$ cat src/rtl/maze_nav_pkg.sv
// Shared types and helpers for the maze navigation controller: state codes,
// turn candidates and elaboration-time width helpers.
package maze_nav_pkg;

  typedef enum logic [2:0] {
    StIdle       = 3'd0,
    StForward    = 3'd1,
    StTurnLeft   = 3'd2,
    StTurnRight  = 3'd3,
    StTurnAround = 3'd4,
    StSettle     = 3'd5
  } nav_state_e;

  typedef enum logic [1:0] {
    CandStay   = 2'd0,
    CandLeft   = 2'd1,
    CandRight  = 2'd2,
    CandAround = 2'd3
  } nav_cand_e;

  localparam logic [2:0] StateCodeIdle    = 3'd0;
  localparam logic [2:0] StateCodeForward = 3'd1;
  localparam logic [2:0] StateCodeLeft    = 3'd2;
  localparam logic [2:0] StateCodeRight   = 3'd3;
  localparam logic [2:0] StateCodeAround  = 3'd4;
  localparam logic [2:0] StateCodeSettle  = 3'd5;

  function automatic int unsigned nav_max(input int unsigned a, input int unsigned b);
    return (a > b) ? a : b;
  endfunction

  // Bits needed to hold values 0..v-1, never less than one.
  function automatic int unsigned nav_width(input int unsigned v);
    return (v < 2) ? 1 : $clog2(v);
  endfunction

  function automatic nav_state_e nav_cand_state(input nav_cand_e cand);
    nav_state_e st;
    case (cand)
      CandLeft:   st = StTurnLeft;
      CandRight:  st = StTurnRight;
      CandAround: st = StTurnAround;
      default:    st = StForward;
    endcase
    return st;
  endfunction

endpackage

$ cat src/rtl/nav_ir_qualifier.sv
// One IR channel's "open" flag. Define NAV_HYST_EN for set/clear hysteresis;
// otherwise the flag is a plain threshold compare on each valid sample.
module nav_ir_qualifier #(
  parameter int unsigned IR_W      = 16,
  parameter int unsigned THRESH_HI = 2000,
  parameter int unsigned THRESH_LO = 1800
) (
  input  logic            i_clk,
  input  logic            i_rst,
  input  logic            i_valid,
  input  logic [IR_W-1:0] i_sample,
  output logic            o_open
);

  localparam logic [IR_W-1:0] ThreshHi = IR_W'(THRESH_HI);

  if (THRESH_LO > THRESH_HI) begin : g_bad_thresh
    $error("nav_ir_qualifier: THRESH_LO must not exceed THRESH_HI");
  end

  logic r_open;
  logic w_open_d;

`ifdef NAV_HYST_EN
  localparam logic [IR_W-1:0] ThreshLo = IR_W'(THRESH_LO);

  always_comb begin
    w_open_d = r_open;
    if (i_sample > ThreshHi) begin
      w_open_d = 1'b1;
    end else if (i_sample < ThreshLo) begin
      w_open_d = 1'b0;
    end
  end
`else
  always_comb begin
    w_open_d = (i_sample > ThreshHi);
  end
`endif

  always_ff @(posedge i_clk) begin
    if (i_rst) begin
      r_open <= 1'b0;
    end else if (i_valid) begin
      r_open <= w_open_d;
    end
  end

  assign o_open = r_open;

endmodule

$ cat src/rtl/maze_nav_fsm.sv
// Wall-following maze navigator: qualifies IR samples, confirms a turn choice
// over several samples, then times turns and a settle period. See NAV_HYST_EN.
module maze_nav_fsm
  import maze_nav_pkg::*;
#(
  parameter int unsigned IR_W            = 16,
  parameter int unsigned RPM_W           = 26,
  parameter int unsigned FWD_RPM         = 100,
  parameter int unsigned TURN_FAST_RPM   = 100,
  parameter int unsigned TURN_SLOW_RPM   = 50,
  parameter int unsigned AROUND_RPM      = 100,
  parameter int unsigned THRESH_HI       = 2000,
  parameter int unsigned THRESH_LO       = 1800,
  parameter int unsigned CONFIRM_SAMPLES = 3,
  parameter int unsigned TURN_CYCLES     = 1000,
  parameter int unsigned AROUND_CYCLES   = 2000,
  parameter int unsigned SETTLE_CYCLES   = 500
) (
  input  logic             clk_in,
  input  logic             reset_in,
  input  logic             enable_switch,
  input  logic             ir_valid,
  input  logic [IR_W-1:0]  right_ir,
  input  logic [IR_W-1:0]  left_ir,
  input  logic [IR_W-1:0]  forward_ir,
  output logic [RPM_W-1:0] rpm_left_setpoint,
  output logic [RPM_W-1:0] rpm_right_setpoint,
  output logic             left_motor_en,
  output logic             right_motor_en,
  output logic             left_motor_direction,
  output logic             right_motor_direction,
  output logic [2:0]       state_out,
  output logic             turn_done
);

  localparam int unsigned CntW   = nav_width(CONFIRM_SAMPLES + 1);
  localparam int unsigned TimerW =
      nav_width(nav_max(nav_max(TURN_CYCLES, AROUND_CYCLES), SETTLE_CYCLES));

  localparam logic [CntW-1:0]   CntTarget   = CntW'(CONFIRM_SAMPLES);
  localparam logic [TimerW-1:0] TurnLoad    = TimerW'(TURN_CYCLES - 1);
  localparam logic [TimerW-1:0] AroundLoad  = TimerW'(AROUND_CYCLES - 1);
  localparam logic [TimerW-1:0] SettleLoad  = TimerW'(SETTLE_CYCLES - 1);
  localparam logic [RPM_W-1:0]  RpmFwd      = RPM_W'(FWD_RPM);
  localparam logic [RPM_W-1:0]  RpmFast     = RPM_W'(TURN_FAST_RPM);
  localparam logic [RPM_W-1:0]  RpmSlow     = RPM_W'(TURN_SLOW_RPM);
  localparam logic [RPM_W-1:0]  RpmAround   = RPM_W'(AROUND_RPM);

  logic w_r_open, w_f_open, w_l_open;

  nav_ir_qualifier #(
    .IR_W      (IR_W),
    .THRESH_HI (THRESH_HI),
    .THRESH_LO (THRESH_LO)
  ) u_qual_right (
    .i_clk    (clk_in),
    .i_rst    (reset_in),
    .i_valid  (ir_valid),
    .i_sample (right_ir),
    .o_open   (w_r_open)
  );

  nav_ir_qualifier #(
    .IR_W      (IR_W),
    .THRESH_HI (THRESH_HI),
    .THRESH_LO (THRESH_LO)
  ) u_qual_forward (
    .i_clk    (clk_in),
    .i_rst    (reset_in),
    .i_valid  (ir_valid),
    .i_sample (forward_ir),
    .o_open   (w_f_open)
  );

  nav_ir_qualifier #(
    .IR_W      (IR_W),
    .THRESH_HI (THRESH_HI),
    .THRESH_LO (THRESH_LO)
  ) u_qual_left (
    .i_clk    (clk_in),
    .i_rst    (reset_in),
    .i_valid  (ir_valid),
    .i_sample (left_ir),
    .o_open   (w_l_open)
  );

  nav_state_e        r_state, w_state_d;
  nav_cand_e         r_prev_cand, w_prev_cand_d, w_cand;
  logic [CntW-1:0]   r_cnt, w_cnt_d, w_cnt_inc, w_cnt_new;
  logic [TimerW-1:0] r_timer, w_timer_d;
  logic              r_eval;
  logic              r_turn_done, w_turn_done_d;

  logic [RPM_W-1:0]  r_rpm_l, r_rpm_r, w_rpm_l_d, w_rpm_r_d;
  logic              r_en, r_dir_l, r_dir_r, w_en_d, w_dir_l_d, w_dir_r_d;

  // Right-hand wall follower priority.
  always_comb begin
    if (w_r_open) begin
      w_cand = CandRight;
    end else if (w_f_open) begin
      w_cand = CandStay;
    end else if (w_l_open) begin
      w_cand = CandLeft;
    end else begin
      w_cand = CandAround;
    end
  end

  always_comb begin
    w_cnt_inc = (r_cnt >= CntTarget) ? r_cnt : r_cnt + CntW'(1);
    w_cnt_new = (w_cand == r_prev_cand) ? w_cnt_inc : CntW'(1);
  end

  always_comb begin
    w_state_d     = r_state;
    w_prev_cand_d = r_prev_cand;
    w_cnt_d       = r_cnt;
    w_timer_d     = r_timer;
    w_turn_done_d = 1'b0;

    case (r_state)
      StIdle: begin
        w_cnt_d       = '0;
        w_prev_cand_d = CandStay;
        w_timer_d     = '0;
        if (enable_switch) begin
          w_state_d = StForward;
        end
      end
      StForward: begin
        if (r_eval) begin
          if (w_cand == CandStay) begin
            w_cnt_d       = '0;
            w_prev_cand_d = CandStay;
          end else if (w_cnt_new >= CntTarget) begin
            w_state_d     = nav_cand_state(w_cand);
            w_cnt_d       = '0;
            w_prev_cand_d = CandStay;
            w_timer_d     = (w_cand == CandAround) ? AroundLoad : TurnLoad;
          end else begin
            w_cnt_d       = w_cnt_new;
            w_prev_cand_d = w_cand;
          end
        end
      end
      StTurnLeft, StTurnRight, StTurnAround: begin
        if (r_timer == '0) begin
          w_state_d     = StSettle;
          w_timer_d     = SettleLoad;
          w_turn_done_d = 1'b1;
        end else begin
          w_timer_d = r_timer - TimerW'(1);
        end
      end
      StSettle: begin
        if (r_timer == '0) begin
          w_state_d     = StForward;
          w_cnt_d       = '0;
          w_prev_cand_d = CandStay;
        end else begin
          w_timer_d = r_timer - TimerW'(1);
        end
      end
      default: begin
        w_state_d = StIdle;
      end
    endcase

    if (!enable_switch) begin
      w_state_d     = StIdle;
      w_cnt_d       = '0;
      w_prev_cand_d = CandStay;
      w_timer_d     = '0;
      w_turn_done_d = 1'b0;
    end
  end

  // Motor outputs are decoded from the next state so they update with it.
  always_comb begin
    w_en_d    = 1'b1;
    w_rpm_l_d = RpmFwd;
    w_rpm_r_d = RpmFwd;
    w_dir_l_d = 1'b1;
    w_dir_r_d = 1'b1;
    case (w_state_d)
      StIdle: begin
        w_en_d    = 1'b0;
        w_rpm_l_d = '0;
        w_rpm_r_d = '0;
      end
      StTurnLeft: begin
        w_rpm_l_d = RpmSlow;
        w_rpm_r_d = RpmFast;
      end
      StTurnRight: begin
        w_rpm_l_d = RpmFast;
        w_rpm_r_d = RpmSlow;
      end
      StTurnAround: begin
        w_rpm_l_d = RpmAround;
        w_rpm_r_d = RpmAround;
        w_dir_r_d = 1'b0;
      end
      default: begin
      end
    endcase
  end

  always_ff @(posedge clk_in) begin
    if (reset_in) begin
      r_state     <= StIdle;
      r_prev_cand <= CandStay;
      r_cnt       <= '0;
      r_timer     <= '0;
      r_eval      <= 1'b0;
      r_turn_done <= 1'b0;
      r_en        <= 1'b0;
      r_rpm_l     <= '0;
      r_rpm_r     <= '0;
      r_dir_l     <= 1'b1;
      r_dir_r     <= 1'b1;
    end else begin
      r_state     <= w_state_d;
      r_prev_cand <= w_prev_cand_d;
      r_cnt       <= w_cnt_d;
      r_timer     <= w_timer_d;
      r_eval      <= ir_valid;
      r_turn_done <= w_turn_done_d;
      r_en        <= w_en_d;
      r_rpm_l     <= w_rpm_l_d;
      r_rpm_r     <= w_rpm_r_d;
      r_dir_l     <= w_dir_l_d;
      r_dir_r     <= w_dir_r_d;
    end
  end

  assign rpm_left_setpoint     = r_rpm_l;
  assign rpm_right_setpoint    = r_rpm_r;
  assign left_motor_en         = r_en;
  assign right_motor_en        = r_en;
  assign left_motor_direction  = r_dir_l;
  assign right_motor_direction = r_dir_r;
  assign state_out             = r_state;
  assign turn_done             = r_turn_done;

endmodule

$ cat config.mk
export PLATFORM = sky130hd
export DESIGN_NAME = maze_nav_fsm
export DESIGN_NICKNAME = d
export VERILOG_FILES = /design/src/rtl/maze_nav_pkg.sv /design/src/rtl/nav_ir_qualifier.sv /design/src/rtl/maze_nav_fsm.sv
export SDC_FILE = /design/constraint.sdc
export NUM_CORES = 1
export LEC_CHECK = 0
export ABC_AREA = 1
export BUFFER_PORTS_ARGS = -buffer_cell sky130_fd_sc_hd__buf_2
export CORE_MARGIN = 5
export CORE_UTILIZATION = 43
export CTS_CLUSTER_SIZE = 8
export DETAILED_ROUTE_END_ITERATION = 7
export PLACE_DENSITY = 0.89
export SETUP_SLACK_MARGIN = 0.4
export SYNTH_ARGS = -nofsm -noshare
export SYNTH_HDL_FRONTEND = slang
export SYNTH_SLANG_ARGS = --single-unit
$ cat constraint.sdc
create_clock -name clk_in -period 3.9 [get_ports clk_in]
set_input_delay 1.17 -clock clk_in [delete_from_list [all_inputs] [get_ports clk_in]]
set_output_delay 1.17 -clock clk_in [all_outputs]
set_load 0.02 [all_outputs]
# Word level (Yosys, flattened, before mapping)
# Cells that the tools add are included.
[totals]
register_bits = 77
in_bits = 52
out_inout_bits = 60
wordCells = 84
[op_classes]
add_sub_neg = 2
magnitude_cmp = 5
eq_ne = 17
mux = 34
n_bitwise = 2
n_reduce_logical = 11
[op_table]
columns = ["cell", "count"]
rows = [
  ["$mux 11", 6],
  ["$gt 16x11->1 const B", 3],
  ["$pmux 11 s4", 1],
  ["$pmux 7 s2", 2],
  ["$mux 2", 12],
  ["$mux 3", 6],
  ["$eq 3x2->1 const B", 4],
  ["$pmux 2 s3", 2],
  ["$pmux 3 s4", 1],
  ["$logic_not 11->1", 1],
  ["$sub 11x1->11 const B", 1],
  ["$ne 2x2->1 const B", 5],
  ["$eq 3x3->1 const B", 3],
  ["$pmux 3 s3", 1],
  ["$logic_not 3->1", 2],
  ["$reduce_or 3->1", 2],
  ["$reduce_and 5->1", 1],
  ["$eq 2x2->1 const B", 2],
  ["$ge 2x2->1 const B", 2],
  ["$reduce_bool 4->1", 1],
  ["$eq 3x1->1 const B", 1],
  ["$mux 1", 3],
  ["$reduce_and 3->1", 1],
  ["$reduce_bool 3->1", 1],
  ["other kinds (6)", 7],
]

# Depth between registers and ports, before layout
[logic_depth]
ltp_word = 13
ltp_mapped = 13
ltp_nobuf = 13

# Hierarchy
# From an unflattened synthesis, not the netlist that was laid out.
[hier_totals]
hier_cells = 370
hier_area_um2 = 2421.1
[by_module_without_submodules]
columns = ["module", "n_inst", "cells_per_inst", "area_each_um2"]
rows = [
  ["maze_nav_fsm", 1, 268, 1921.8],
  ["nav_ir_qualifier", 3, 34, 166.4],
]

# Worst setup path after synthesis
# No wires, ideal clock.
[synth_path]
path_type = "input-to-reg"
startpoint = "input reset_in"
endpoint = "register r_cnt[1]"
setup_ns = 0.064
arrival_ns = 1.908
t_required_ns = 3.836
slack_ns = 1.928
stages = 5
path_cell_list = "clkbuf_1 -> nor2_1 -> buf_2 -> o21ai_0 -> nor2_1"
[synth_via]
elab_chain_len = 1
[synth_lines]
columns = ["element", "line", "rtl"]
rows = [
  ["start: declaration", "maze_nav_fsm.sv:20", "input logic reset_in,"],
  ["$reduce_or 2->1 (no line)", "--", ""],
  ["end signal: assignment", "maze_nav_fsm.sv:226", "r_cnt <= w_cnt_d;"],
  ["end: declaration", "maze_nav_fsm.sv:89", "logic [CntW-1:0] r_cnt, w_cnt_d, w_cnt_inc, w_cnt_new;"],
]
# No other way between the ends.
# A chain may end at the register's enable or synchronous reset.

# Worst setup path after layout
[layout_path]
startpoint = "input reset_in"
endpoint = "register r_timer[0]"
[layout_via]
elab_chain_len = 1
[layout_lines]
columns = ["element", "line", "rtl"]
rows = [
  ["$reduce_or 2->1 (no line)", "--", ""],
  ["end signal: assignment", "maze_nav_fsm.sv:227", "r_timer <= w_timer_d;"],
  ["end: declaration", "maze_nav_fsm.sv:90", "logic [TimerW-1:0] r_timer, w_timer_d;"],
]
# No other way between the ends.

==> results.tsv <==
stage	metric	value	unit
status	outcome	completed	
worst_setup_path	crit_path_top_delay_cell	nor2_1	
pwr	p_int	0.000594	W
drt	dr_wl_met3	369	µm
sta	grt_setup_unrepaired	false	
sta	setup_viol	0	
clock_tree	htreeDepth	2	
placed_design	dp_slack	1480	ps
global_route	grt_pass1_vias	1880	
clock_tree	clk_pin_slew	60	ps
sta	max_slew_margin	0.429	
die	ios	112	
drt	wl_per_cell	11.1	µm
worst_setup_path	start_kind	primary input	
synth	yosys.area.top_type_share	0.291	
global_route	grt_overflow	0	
sta	fin_crit_sh	0.551	
pwr	pwr_density_cell	346	nW/µm²
synth	synth_warnings	0	
synth	synth.distinct_cells	33	
sta	finClkSkew	5.39	ps
worst_setup_path	path_max_fanout	14	
worst_setup_path	slowest_delay	670	ps
clock_tree	cts_sinks	31	
sta	maxSlewViolCount	0	
die	die_w	80.4	µm
pwr	p_sw	0.000252	W
drt	drt-met1-wl	1900	µm
clock_tree	clock_latency	280	ps
worst_setup_path	worstPathArrival	2350	ps
pwr	clockPowerShare	0.384	
finish	final_layout_size_suffix_gt1_frac	0.282	
clock_tree	cts_max_path_buffers	2	
clock_tree	holdBufCountCts	0	
worst_setup_path	cp-end-kind	flip-flop	
sta	tns	0	ps
global_route	gr-usage-all-layers	0.148	
hold_path	hold_class	reg -> reg	
drt	drc	0	
drt	wl_met2	2580	µm
clock_tree	ctsResizeCount	0	
drt	drt_iter0_drc	183	
global_route	grt_max_degree	15	
global_route	grt_pass1_wl	7750	µm
finish	fin_nets	427	
clock_tree	cts_tree	built	
finish	final_cells	440	
global_route	antenna_found_initial	0	
worst_setup_path	cp_top_family	simple AND/OR/NAND/NOR gates	
synth	async_reset_ff_frac	0	
run	maxCapViolCount	0	
worst_setup_path	regToRegSetupSlack	2020	ps
pwr	seq_power_share	0.400	
pwr	power.share.switching	0.298	
die	fp-row-count	25	
sta	worst_slew_pin_slew	853	ps
drt	drt_wl_total	4890	µm
placed_design	port_buffers	68	
sta	max_freq	465	MHz
drt	antenna_left	0	
synth	synth.most_common_cell	buf_4	
drt	dr.pass1.iters	4	
drt	via_per_inst	4.60	
placed_design	dp_hpwl	4020	µm
pwr	peakVddDrop	0.116	mV
pwr	p_leak	1.30	nW
die	die_h	80.4	µm
synth	synth_top_cells_by_count	buf_4, nor2_1, nand2_1	
placed_design	gp_congestion	0.911	
clock_tree	cts_setup_buffers	0	
synth	synth_area_leaders	dfxtp_1, buf_4, nor2_1	
synth	syn_avg_cell_area	6.95	µm²
finish	syn_to_final_growth	14.8	%
synth	syn_inst	307	
worst_setup_path	crit_buf_inv	1	
synth	seq_area_frac_synth	0.291	
sta	timing.final.ws_setup	1750	ps
finish	antenna_cells	0	
synth	synth_edf_count	0	
die	die_area	6470	µm²
clock_tree	cts_buffers	5	
sta	min_period	2150	ps
die	core-area	4750	µm²
worst_setup_path	required	4110	ps
sta	finalHoldViolCount	0	
die	initial_core_util	0.449	
pwr	p_comb_frac	0.216	
synth	synth_top_area_cell	dfxtp_1	
synth	syn_area	2130	µm²
synth	ys_seq_elements	31	
placed_design	dp_cells	432	
clock_tree	ctsRootBufferMaster	clkbuf_8	
synth	ys.flop_type	dfxtp_1	
worst_setup_path	path_class	in -> reg	
worst_setup_path	worstPathCellList	buf_2 > nor2_1 > o21ai_0 > a21oi_1	
drt	maxUsedRoutingLayer	met4	
drt	num_vias	2025	
placed cells by master, fill, tap and decap left out, drive strengths merged, types with 4 or more instances in the layout:
cell type  count
buf           68
nand2         54
nor2          48
conb          43
dfxtp         31
inv           30
o21ai         29
nand3         18
a21oi         12
nor4           6
clkbuf         6
nor3           5
xor2           5
a31oi          4
worst register-to-register path, delay by kind of cell, from the launching register on:
family	cells	cell delay [ps]
buffers and inverters	2	260
flip-flops	1	350
adder cells (fa/ha/maj)	1	250
AO/OA/AOI/OAI	2	500
AND/OR/NAND/NOR	5	420
path summary, 6_finish.rpt:
kind | start | end | depth (start not counted)
max | reset_in | r_timer[0] | 4
min | r_timer[6] | r_timer[6] | 2
max reg2reg | r_timer[0] | r_timer[4] | 10
min reg2reg | r_timer[6] | r_timer[6] | 2
metal layers:
metal | up-vias | GRT usage
li1 | 1022 | -
met1 | 911 | 0.166
met2 | 86 | 0.280
met3 | 6 | 0.0370
met4 | 0 | 0.0304
met5 | - | 0
logic make-up after synthesis:
group | after synthesis | synth area share
XOR/XNOR | 8 | 0.0328
AO/OA/AOI/OAI | 48 | 0.127
adder cells (fa/ha/maj) | 3 | 0.0176
buffers and inverters | 82 | 0.233
other | 2 | 0.00352
flip-flops | 31 | 0.291
AND/OR/NAND/NOR | 133 | 0.294
state kept, by name, indices dropped and copies added, names as in the netlist, 2 cells and up:
register	count
r_cnt	2
r_prev_cand	2
r_timer	11
rpm_left_setpoint	3
rpm_right_setpoint	3
state_out	3
stage by stage:
| step | util | cell area, µm² | hold WS [ps] | total power (W) |
|---|---|---|---|---|
| after floorplan | - | 2290 | 484 | 0.000512 |
| after global placement | 0.490 | 2330 | 507 | 0.000520 |
| after detailed placement | 0.490 | 2330 | 526 | 0.000526 |
| after CTS | 0.515 | 2450 | 541 | 0.000848 |
| after global routing | 0.515 | 2450 | 584 | 0.000888 |
| final | 0.515 | 2450 | 534 | 0.000847 |
power groups by stage:
stage / Sequential [W] / Combinational [W] / Clock [W]
floorplan: 0.000349 / 0.000164 / 0
global placement: 0.000345 / 0.000175 / 0
detailed placement: 0.000346 / 0.000180 / 0
CTS: 0.000339 / 0.000181 / 0.000328
global route: 0.000341 / 0.000203 / 0.000344
finish: 0.000339 / 0.000183 / 0.000325
area by class of cell:
cell class	count	area, µm²
multi-input combinational	235	1170
sequential	31	621
clock inverter	2	35.0
clock buffer	6	82.6
fill	464	2310
tap	67	83.8
inverter	31	118
timing repair buffer	68	340
(Power assumes the default switching activity.)
